===== src/rtl/stream_packet_arbiter.sv =====
// ============================================================================
// Module   : stream_packet_arbiter
// Purpose  : Packet-granular round-robin arbiter that shares one narrow stream
//            sink (stream_upsize) between N_SRC sources, with a registered output.
// Revision : 1.0  initial release
// ============================================================================
`default_nettype none

module stream_packet_arbiter #(
  parameter int T_DATA_WIDTH = 4,
  parameter int N_SRC        = 4
) (
  input  logic                            clk_i,
  input  logic                            rst_i,
  input  logic [N_SRC*T_DATA_WIDTH-1:0]   s_data_i,
  input  logic [N_SRC-1:0]                s_last_i,
  input  logic [N_SRC-1:0]                s_valid_i,
  output logic [N_SRC-1:0]                s_ready_o,
  output logic [T_DATA_WIDTH-1:0]         m_data_o,
  output logic                            m_last_o,
  output logic                            m_valid_o,
  input  logic                            m_ready_i,
  output logic [((N_SRC == 1) ? 1 : $clog2(N_SRC))-1:0] m_src_o,
  output logic                            busy_o
);

  localparam int SRC_W = (N_SRC == 1) ? 1 : $clog2(N_SRC);

  typedef enum logic [0:0] {
    ST_IDLE   = 1'b0,
    ST_LOCKED = 1'b1
  } state_t;

  state_t                  r_state;
  state_t                  w_state_nxt;
  logic [SRC_W-1:0]        r_grant;
  logic [SRC_W-1:0]        w_grant_nxt;
  logic [SRC_W-1:0]        r_rr_ptr;
  logic [SRC_W-1:0]        w_rr_ptr_nxt;
  logic [SRC_W-1:0]        w_pick;
  logic [2*N_SRC-1:0]      w_rot;
  int                      w_off;
  int                      w_sum;
  int                      w_inc;
  logic                    w_out_rdy;
  logic                    w_src_hs;
  logic                    w_src_last;
  logic [T_DATA_WIDTH-1:0] w_src_data;

  assign w_out_rdy  = !m_valid_o || m_ready_i;
  assign w_src_data = s_data_i[r_grant*T_DATA_WIDTH +: T_DATA_WIDTH];
  assign w_src_last = s_last_i[r_grant];
  assign w_src_hs   = (r_state == ST_LOCKED) && s_valid_i[r_grant] && w_out_rdy;
  assign busy_o     = (r_state == ST_LOCKED);

  // Rotate requests so bit 0 is the rr_ptr position; the lowest set bit wins.
  always_comb begin
    w_rot = {s_valid_i, s_valid_i} >> r_rr_ptr;
    w_off = 0;
    for (int k = N_SRC - 1; k >= 0; k--) begin
      if (w_rot[k]) w_off = k;
    end
    w_sum = int'(r_rr_ptr) + w_off;
    if (w_sum >= N_SRC) w_sum = w_sum - N_SRC;
    w_pick = SRC_W'(w_sum);
  end

  always_comb begin
    s_ready_o = '0;
    if (r_state == ST_LOCKED) s_ready_o[r_grant] = w_out_rdy;
  end

  always_comb begin
    w_state_nxt  = r_state;
    w_grant_nxt  = r_grant;
    w_rr_ptr_nxt = r_rr_ptr;
    w_inc        = int'(r_grant) + 1;
    if (w_inc >= N_SRC) w_inc = 0;
    case (r_state)
      ST_IDLE: begin
        if (|s_valid_i) begin
          w_grant_nxt = w_pick;
          w_state_nxt = ST_LOCKED;
        end
      end
      ST_LOCKED: begin
        if (w_src_hs && w_src_last) begin
          w_state_nxt  = ST_IDLE;
          w_rr_ptr_nxt = SRC_W'(w_inc);
        end
      end
      default: w_state_nxt = ST_IDLE;
    endcase
  end

  always_ff @(posedge clk_i or posedge rst_i) begin
    if (rst_i) begin
      r_state  <= ST_IDLE;
      r_grant  <= '0;
      r_rr_ptr <= '0;
    end else begin
      r_state  <= w_state_nxt;
      r_grant  <= w_grant_nxt;
      r_rr_ptr <= w_rr_ptr_nxt;
    end
  end

  // Single-entry output register; load and drain may coincide.
  always_ff @(posedge clk_i or posedge rst_i) begin
    if (rst_i) begin
      m_valid_o <= 1'b0;
      m_data_o  <= '0;
      m_last_o  <= 1'b0;
      m_src_o   <= '0;
    end else if (w_src_hs) begin
      m_valid_o <= 1'b1;
      m_data_o  <= w_src_data;
      m_last_o  <= w_src_last;
      m_src_o   <= r_grant;
    end else if (m_ready_i) begin
      m_valid_o <= 1'b0;
    end
  end

endmodule

`default_nettype wire


===== config.mk =====
export PLATFORM = sky130hd
export DESIGN_NAME = stream_packet_arbiter
export DESIGN_NICKNAME = d
export VERILOG_FILES = /design/src/rtl/stream_packet_arbiter.sv
export SDC_FILE = /design/constraint.sdc
export NUM_CORES = 1
export LEC_CHECK = 0
export BUFFER_PORTS_ARGS = -buffer_cell sky130_fd_sc_hd__buf_4
export CORE_MARGIN = 4
export CORE_UTILIZATION = 42
export DETAILED_ROUTE_END_ITERATION = 10
export PLACE_DENSITY = 0.8
export SYNTH_ARGS = -nofsm -noshare
export SYNTH_HDL_FRONTEND = slang
export SYNTH_SLANG_ARGS = --single-unit

===== constraint.sdc =====
create_clock -name clk_i -period 1.85 [get_ports clk_i]
set_clock_uncertainty 0.15 [all_clocks]
set_input_delay 0.2775 -clock clk_i [delete_from_list [all_inputs] [get_ports clk_i]]
set_output_delay 0.2775 -clock clk_i [all_outputs]
set_load 0.02 [all_outputs]

==> results of run 1 <==
==> stage by stage <==
| step | total power, mW | hold slack [ps] | cell area, um2 | util | cells |
|---|---|---|---|---|---|
| CTS | 1.99 | 204 | 1300 | 0.638 | 156 |
| floorplan | 1.40 | 4.46 | 936 | - | 86 |
| finish | 2.17 | 206 | 1390 | 0.681 | 164 |
| detailed placement | 1.79 | 185 | 1250 | 0.611 | 150 |
| global placement | 1.74 | 179 | 1250 | 0.611 | 150 |
| global route | 2.32 | 247 | 1390 | 0.681 | 164 |
==> what timing repair did <==
action | CTS | global route
hold buffers | 1 | 0
pin swaps | 0 | 2
gates resized for setup | 3 | 9
cloned | 0 | 0
hold endpoints to repair | 13 | 0
endpoints found under the setup margin | 5 | 5
buffers inserted | 1 | 8
==> where the power goes <==
part	total, mW	internal [mW]	leakage (nW)	switching, mW
Clock	0.173	0.0834	0.0150	0.0897
Sequential	0.565	0.431	0.153	0.134
Combinational	1.43	0.759	0.536	0.675
==> layer usage <==
layer | share of wire | up-vias
li1 | - | 416
met4 | 0.0072 | 0
met3 | 0.069 | 2
met2 | 0.53 | 57
met5 | 0 | -
met1 | 0.39 | 433
==> worst reg2reg max path: cells and delay by family (launching register included) <==
family,cells,cell delay [ps]
multiplexers,2,900
AND/OR/NAND/NOR,1,110
buffers and inverters,1,150
flip-flops,1,390
==> Yosys cell counts, drive strengths merged <==
master	number	area share
nor2	8	0.032
o21ai	4	0.021
and3	5	0.033
nand2b	3	0.020
and2	1	0.0067
inv	5	0.020
nor4	1	0.0067
xnor2	2	0.019
o211ai	1	0.0080
a21oi	3	0.016
nand3	1	0.011
buf	5	0.040
a32oi	1	0.0094
o31ai	1	0.0080
mux4	6	0.16
a21o	1	0.0080
o32ai	2	0.019
nor3	3	0.016
mux2	5	0.076
dfrtp	13	0.35
ha	5	0.067
nand2	9	0.044
a31oi	1	0.0067
==> registers in the layout (all words and copies together), names as in the netlist <==
| name | flops |
|---|---|
| m_last_o | 1 |
| r_rr_ptr | 2 |
| m_valid_o | 1 |
| r_grant | 2 |
| m_data_o | 4 |
| busy_o | 1 |
| m_src_o | 2 |
==> placed cells by master (no fill, tap or decap), drive strengths merged, types with 4 or more instances in the layout <==
master	n
ha	5
clkbuf	5
inv	5
and3	5
o21ai	4
mux2	5
dfrtp	13
buf	50
nand2	9
mux4	6
nor2	8
==> final cells by class <==
type,count,area [um2],area share
sequential,13,327,0.235
tap,27,33.8,0.0243
inverter,5,18.8,0.0135
timing repair buffer,52,398,0.286
multi-input combinational,63,588,0.423
clock buffer,4,26.3,0.0189
==> path summary, 6_finish.rpt <==
check | startpoint | end | slack [ps] | cells past startpoint
setup / recovery | r_grant[0]$_DFFE_PP0P_ | r_rr_ptr[1]$_DFFE_PP0P_ | 40 | 4
hold / removal | m_ready_i | m_valid_o$_DFFE_PP0P_ | 210 | 3
setup reg to reg | r_grant[0]$_DFFE_PP0P_ | r_rr_ptr[1]$_DFFE_PP0P_ | 40 | 4
hold reg to reg | m_last_o$_DFFE_PP0P_ | m_last_o$_DFFE_PP0P_ | 340 | 2
max in group asynchronous | rst_i | r_rr_ptr[0]$_DFFE_PP0P_ | 770 | 3
min in group asynchronous | rst_i | m_data_o[1]$_DFFE_PP0P_ | 430 | 3
==> kinds of logic (layout without fill, tap and decap cells) <==
| group | Yosys count | after routing |
|---|---|---|
| compound gates | 14 | 14 |
| buf+inv | 10 | 61 |
| flops | 13 | 13 |
| mux | 11 | 11 |
| xor+xnor | 2 | 2 |
| simple gates | 31 | 31 |
| fa+ha+maj | 5 | 5 |
==> flow_summary.yaml, run 1 <==
outcome:
  status: "finished clean"
logic_synthesis:
  ys_seq_area_frac: 0.348
  synthSimpleGateAreaFrac: 0.170
  synth_cell_types: 27
  synth_xor_xnor_area_share: 0.0187
  synth-seq-cells: 13
  synth_top_family_by_area: "multiplexers"
  synthAdderAreaFrac: 0.0668
  synth_fp_nets: 118
  synth_compound_area_frac: 0.0963
  synth_area_um2: 936
  yosysWarningCount: 0
  synthMuxAreaShare: 0.241
  syn-instance-count: 86
  syn_area_per_cell_um2: 10.9
place:
  hpwlAfterDp_mm: 1.78
  gp_congestion: 0.791
  place_ws_ps: -34.4
  port_buffers: 39
grt:
  met1_usage: 0.178
  track_usage: 0.158
  grt_pass1_wl_mm: 3.93
  use_met3: 0.0396
  grt_use_met2: 0.285
  grt_pass1_vias: 885
  grt_max_degree: 14
  antenna_found_initial: 0
  grt_busiest_layer: "met2"
  overflow: 0
worst_setup_path:
  cp.arrival_ps: 1820
  cp-start-kind: "flop"
  required_ps: 1860
  slowest_stage: "mux4_1"
  cp_cell_sequence: "buf_4, mux4_1, nand3_2, mux2_1"
  worstSetupPathType: "flop to flop"
  critPathBufInv: 1
  cp-end-kind: "flop"
  worstPathMaxFanout: 3
  critPathMaxStageDelay_ps: 580
  cp_top_family: "multiplexers"
clock_network:
  ctsHtreeMaxLevel: 1
  clockBufferDepth: 2
  root_buffer: "clkbuf_4"
  cts_tree: "yes"
  clock-sinks: 13
  cts.clk_slew.worst_paths_ps: 80
  cts_buffers: 3
  clk_latency_ps: 270
final_layout:
  fin_nets: 170
  diodes: 0
  fill_cells: 152
  drive_gt1_frac: 0.504
  area_growth_pct: 48.7
timing:
  max_freq_mhz: 552
  finalSetupViolCount: 0
  finalWorstSetupSlack_ps: 38.1
  final.setup.tns_ps: 0
  slew_violations: 0
  min_period_ps: 1810
  min_period_over_period: 0.979
  tightest_slew_ps: 480
  hold_violations: 0
  slew_headroom: 0.679
drt:
  wl_per_cell_um: 15.2
  vias: 908
  drt_pre_antenna_iters: 4
  route.antenna.remaining_nets: 0
  drtIter0Drc: 21
  finalWirelength_mm: 2.49
  viasPerCell: 5.54
  route.detailed.drc: 0
pwr:
  p_per_area_mw_per_mm2: 1560
  ir_worst_vdd_v: 0.000889
  leakagePower_nw: 0.703
die:
  io_pins: 40
  start_util: 0.458
  die_y_um: 55.2
  std_cell_rows: 16
  core_mm2: 0.00204
  fp.dieW_um: 55.2
  dieArea_mm2: 0.00305
job:
  cap_viol_max_count: 0
min_path:
  hold_path.class: "primary input to flop"
Note: power is estimated with default switching activity, not from simulation.
==> run 2: changes to the inputs <==
- RECOVER_POWER: not set -> 100
==> run 2 against run 1 <==
Effect of this change: non-clock buffer count stayed put; die area stayed put; sequential power hardly changed; fmax is 0.22% higher; setup slack better by 3.9 ps; combinational power is 6% lower; register-to-register slack hardly changed; first-iteration DRC count is 24% higher; critical path depth stayed put; largest cell class unchanged.
==> flow_summary.yaml, run 2 (same netlist as run 1, synthesis figures left out) <==
outcome:
  status: "finished clean"
place:
  port_buffers: 39
  hpwlAfterDp_mm: 1.78
  gp_congestion: 0.791
  place_ws_ps: -34.4
pwr:
  leakagePower_nw: 0.670
  p_int_mw: 1.19
  p_per_area_mw_per_mm2: 1540
  p_comb_frac: 0.648
  clockPowerShare: 0.083
  netSwitchingFraction: 0.429
  ir_worst_vdd_v: 0.000853
  seq_power_share: 0.269
  p_switching_uw: 896
final_layout:
  diodes: 0
  final_cell_mix: "38 x buf_4, 12 x dfrtp_1, 10 x clkbuf_1"
  final_common_cell: "buf_4"
  largest_reg_flops: 4
  regMostFlops: "m_data_o"
  drive_gt1_frac: 0.438
  fin_nets: 170
  area_growth_pct: 45.1
clock_network:
  root_buffer: "clkbuf_4"
  clockBufferDepth: 2
  ctsHtreeMaxLevel: 1
  cts_tree: "yes"
  cts.clk_slew.worst_paths_ps: 80
  clock-sinks: 13
  cts_buffers: 3
  clk_latency_ps: 270
die:
  die_y_um: 55.2
  std_cell_rows: 16
  fp.dieW_um: 55.2
  io_pins: 40
  start_util: 0.458
  dieArea_mm2: 0.00305
  core_mm2: 0.00204
worst_setup_path:
  worst-path-stages: 4
  r2r_cells: 4
  cp_cell_sequence: "buf_4, mux4_1, nand3_2, mux2_1"
  critPathBufInv: 1
  critPathMaxStageDelay_ps: 580
  cp-end-kind: "flop"
  cp-start-kind: "flop"
  slowest_stage: "mux4_1"
  required_ps: 1860
  worstPathMaxFanout: 3
  cp_top_family: "multiplexers"
  worstSetupPathType: "flop to flop"
  cp.arrival_ps: 1810
grt:
  grt_pass1_vias: 885
  grt_pass1_wl_mm: 3.93
  antenna_found_initial: 0
  overflow: 0
  track_usage: 0.158
  grt_max_degree: 14
job:
  cap_viol_max_count: 0
timing:
  min_period_over_period: 0.977
  slew_headroom: 0.679
  max_freq_mhz: 553
  hold-worst-slack_ps: 207
  min_period_ps: 1810
  finalWorstSetupSlack_ps: 42.0
  hold_violations: 0
  tightest_slew_ps: 481
  slew_violations: 0
  finalSetupViolCount: 0
drt:
  finalWirelength_mm: 2.47
  wl_per_cell_um: 15.1
  route.antenna.remaining_nets: 0
  drt_pre_antenna_iters: 4
  vias: 895
  viasPerCell: 5.46
  route.detailed.drc: 0
  drtIter0Drc: 26
min_path:
  hold_path.class: "primary input to flop"
  worstHoldPathCells: 3
## run 2: changes by cell type in the layout (fill, tap and decap cells not counted), sizes merged
cell	change
clkbuf	+10
buf	-10
## run 2: final timing paths
kind                                   startpoint                       to  slack, ps
max                        r_grant[0]$_DFFE_PP0P_  r_rr_ptr[1]$_DFFE_PP0P_         40
min                                     m_ready_i    m_valid_o$_DFFE_PP0P_        210
max reg2reg                r_grant[0]$_DFFE_PP0P_  r_rr_ptr[1]$_DFFE_PP0P_         40
min reg2reg                  m_last_o$_DFFE_PP0P_     m_last_o$_DFFE_PP0P_        340
max in group asynchronous                   rst_i  r_rr_ptr[0]$_DFFE_PP0P_        770
min in group asynchronous                   rst_i  m_data_o[1]$_DFFE_PP0P_        420
## run 2: final cells by class
| type | count | area [um2] |
|---|---|---|
| fill | 155 | 684 |
| multi-input combinational | 63 | 588 |
| inverter | 5 | 18.8 |
| tap | 27 | 33.8 |
| timing repair buffer | 52 | 364 |
| sequential | 13 | 327 |
| clock buffer | 4 | 26.3 |
## run 2: timing repair
action,4_1_cts,5_1_grt
setup buffers,1,8
pin swaps,0,2
endpoints found under the setup margin,5,5
hold buffers,1,0
gates resized for setup,3,9
hold endpoints to repair,13,0
## run 2: layer usage
layer / routed length (um) / track usage
met1: 956 / 0.178
met4: 18 / 0.0556
met3: 162 / 0.0396
met2: 1330 / 0.285
met5: 0 / 0
## run 2: stage by stage
stage	TNS (ps)	power, mW	cells	area, um2	utilization
after global placement	0	1.74	150	1250	0.611
after detailed placement	-34.4	1.79	150	1250	0.611
after CTS	0	1.99	156	1300	0.638
after global routing	-46.1	2.24	164	1360	0.665
final	0	2.09	164	1360	0.665
after floorplan	0	1.40	86	936	-
## run 2: power groups by stage
stage | Clock (mW) | Combinational [mW] | Sequential (mW)
after global placement | 0 | 1.18 | 0.566
after CTS | 0.175 | 1.25 | 0.570
after global routing | 0.199 | 1.46 | 0.584
final | 0.173 | 1.35 | 0.563
after detailed placement | 0 | 1.21 | 0.574
after floorplan | 0 | 0.749 | 0.647
## run 2: tightest hold or removal path: cells and delay by family
family                 cells  cell delay, ps
buffers and inverters      1              70
and+or+nand+nor            2             240
==> run 3: changes to the inputs <==
- PLACE_DENSITY: 0.8 -> 0.79
==> run 3 against run 2 <==
Effect of this change: the run now ends with setup timing left; first-iteration DRC count decreased by 19%; core utilization decreased by 2.6 points; wire length decreased by 0.28%; cell count decreased by 2.4%; setup slack got worse by 43 ps; sequential power decreased by 1%; fmax decreased by 2.3%; count of clock-buffer cells in the layout unchanged.
==> flow_summary.yaml, run 3 (same netlist as run 1, synthesis figures left out) <==
outcome:
  status: "complete, but fails checks"
  violations: "setup timing"
final_layout:
  area_growth_pct: 39.4
  final_cell_mix: "34 x buf_4, 12 x dfrtp_1, 10 x clkbuf_1"
  regMostFlops: "m_data_o"
  fin_nets: 166
  final_core_util: 0.639
  final_common_cell: "buf_4"
  diodes: 0
  regArea_um2: 327
  multi_input_area_um2: 563
  largest_reg_flops: 4
  fill_cells: 180
  drive_gt1_frac: 0.398
worst_setup_path:
  cp-end-kind: "flop"
  cp.arrival_ps: 1860
  required_ps: 1850
  r2r_cells: 7
  worstSetupPathType: "flop to flop"
  r2r_start: "r_rr_ptr[0]$_DFFE_PP0P_"
  r2r_setup_slack_ps: -1
  cp-start-kind: "flop"
  worstPathMaxFanout: 7
  cp-startpoint: "r_rr_ptr[0]$_DFFE_PP0P_"
  reg2reg_to: "r_grant[1]$_DFFE_PP0P_"
die:
  fp.dieW_um: 55.2
  io_pins: 40
  dieArea_mm2: 0.00305
  die_y_um: 55.2
  core_mm2: 0.00204
  start_util: 0.458
  std_cell_rows: 16
pwr:
  p_total_mw: 2.01
  p_per_area_mw_per_mm2: 1540
  leakagePower_nw: 0.641
  ir_worst_vdd_v: 0.000775
grt:
  antenna_found_initial: 0
  grt_max_degree: 14
  overflow: 0
  grt_pass1_wl_mm: 3.85
  track_usage: 0.157
  grt_pass1_vias: 862
job:
  cap_viol_max_count: 0
clock_network:
  root_buffer: "clkbuf_4"
  cts.clk_slew.worst_paths_ps: 90
  ctsHtreeMaxLevel: 1
  clockBufferDepth: 2
  clk_latency_ps: 290
  cts_tree: "yes"
  cts_buffers: 3
  clock-sinks: 13
drt:
  drt_pre_antenna_iters: 3
  route.antenna.remaining_nets: 0
  vias: 847
  finalWirelength_mm: 2.47
  wl_per_cell_um: 15.4
  viasPerCell: 5.29
  drtIter0Drc: 21
  route.detailed.drc: 0
timing:
  tightest_slew_ps: 509
  final.setup.tns_ps: -1.33
  min_period_ps: 1850
  max_freq_mhz: 540
  slew_headroom: 0.661
  slew_violations: 0
  finalSetupViolCount: 1
  hold_violations: 0
  min_period_over_period: 1.00
  finalWorstSetupSlack_ps: -1.33
place:
  hpwlAfterDp_mm: 1.89
  port_buffers: 39
  gp_congestion: 0.777
min_path:
  worstHoldPathCells: 3
  hp-start: "m_ready_i"
  hold_end: "m_valid_o$_DFFE_PP0P_"
  hold_path.class: "primary input to flop"
[run 3: per-layer routing]
layer	vias to the layer above	share of wire	global-route usage
met5	-	0	0
met3	3	0.038	0.0233
li1	408	-	-
met2	28	0.57	0.285
met4	0	0.0097	0.0521
met1	408	0.38	0.186
[run 3: worst max path at each step]
stage,to,slack (ps)
finish,r_grant[1]$_DFFE_PP0P_,-1
CTS,s_ready_o[1],10
global route,r_grant[1]$_DFFE_PP0P_,-60
detailed placement,r_grant[1]$_DFFE_PP0P_,-20
global placement,r_grant[1]$_DFFE_PP0P_,120
floorplan,r_rr_ptr[1]$_DFFE_PP0P_,90
[run 3: repair_timing]
item | 4_1_cts | 5_1_grt
endpoints found under the setup margin | 4 | 5
endpoints found under the hold margin | 13 | 0
setup buffers | 1 | 3
pin swaps | 0 | 0
resized for setup | 3 | 7
hold buffers | 1 | 0
[run 3: cell type report]
type / count / share of cell area
flip-flops and latches: 13 / 0.250
multi-input cells: 63 / 0.431
well taps: 27 / 0.0259
repair buffers: 48 / 0.256
inverters: 5 / 0.0163
clock buffers: 4 / 0.0201
[run 3: stage by stage]
stage	cells	hold WS (ps)	setup WS, ps	area, um2
after global routing	160	245	-57.6	1310
after CTS	157	197	12.9	1300
after detailed placement	151	185	-23.8	1250
after global placement	151	178	116	1250
after floorplan	86	4.46	86.7	936
final	160	221	-1.33	1310
[run 3: report_power, final]
part	total [mW]	switching [mW]	internal, mW
logic	1.27	0.649	0.620
clock network	0.186	0.102	0.0839
registers	0.555	0.124	0.431
total	2.01	0.875	1.14
[run 3: critical path, stage by stage, from the launching register on]
cell and delay [ps]:
dfrtp_2 460, nor3_1 260, a31oi_1 80, o211ai_1 200, ha_1 190, xnor2_1 130, xnor2_1 140, a21oi_1 100
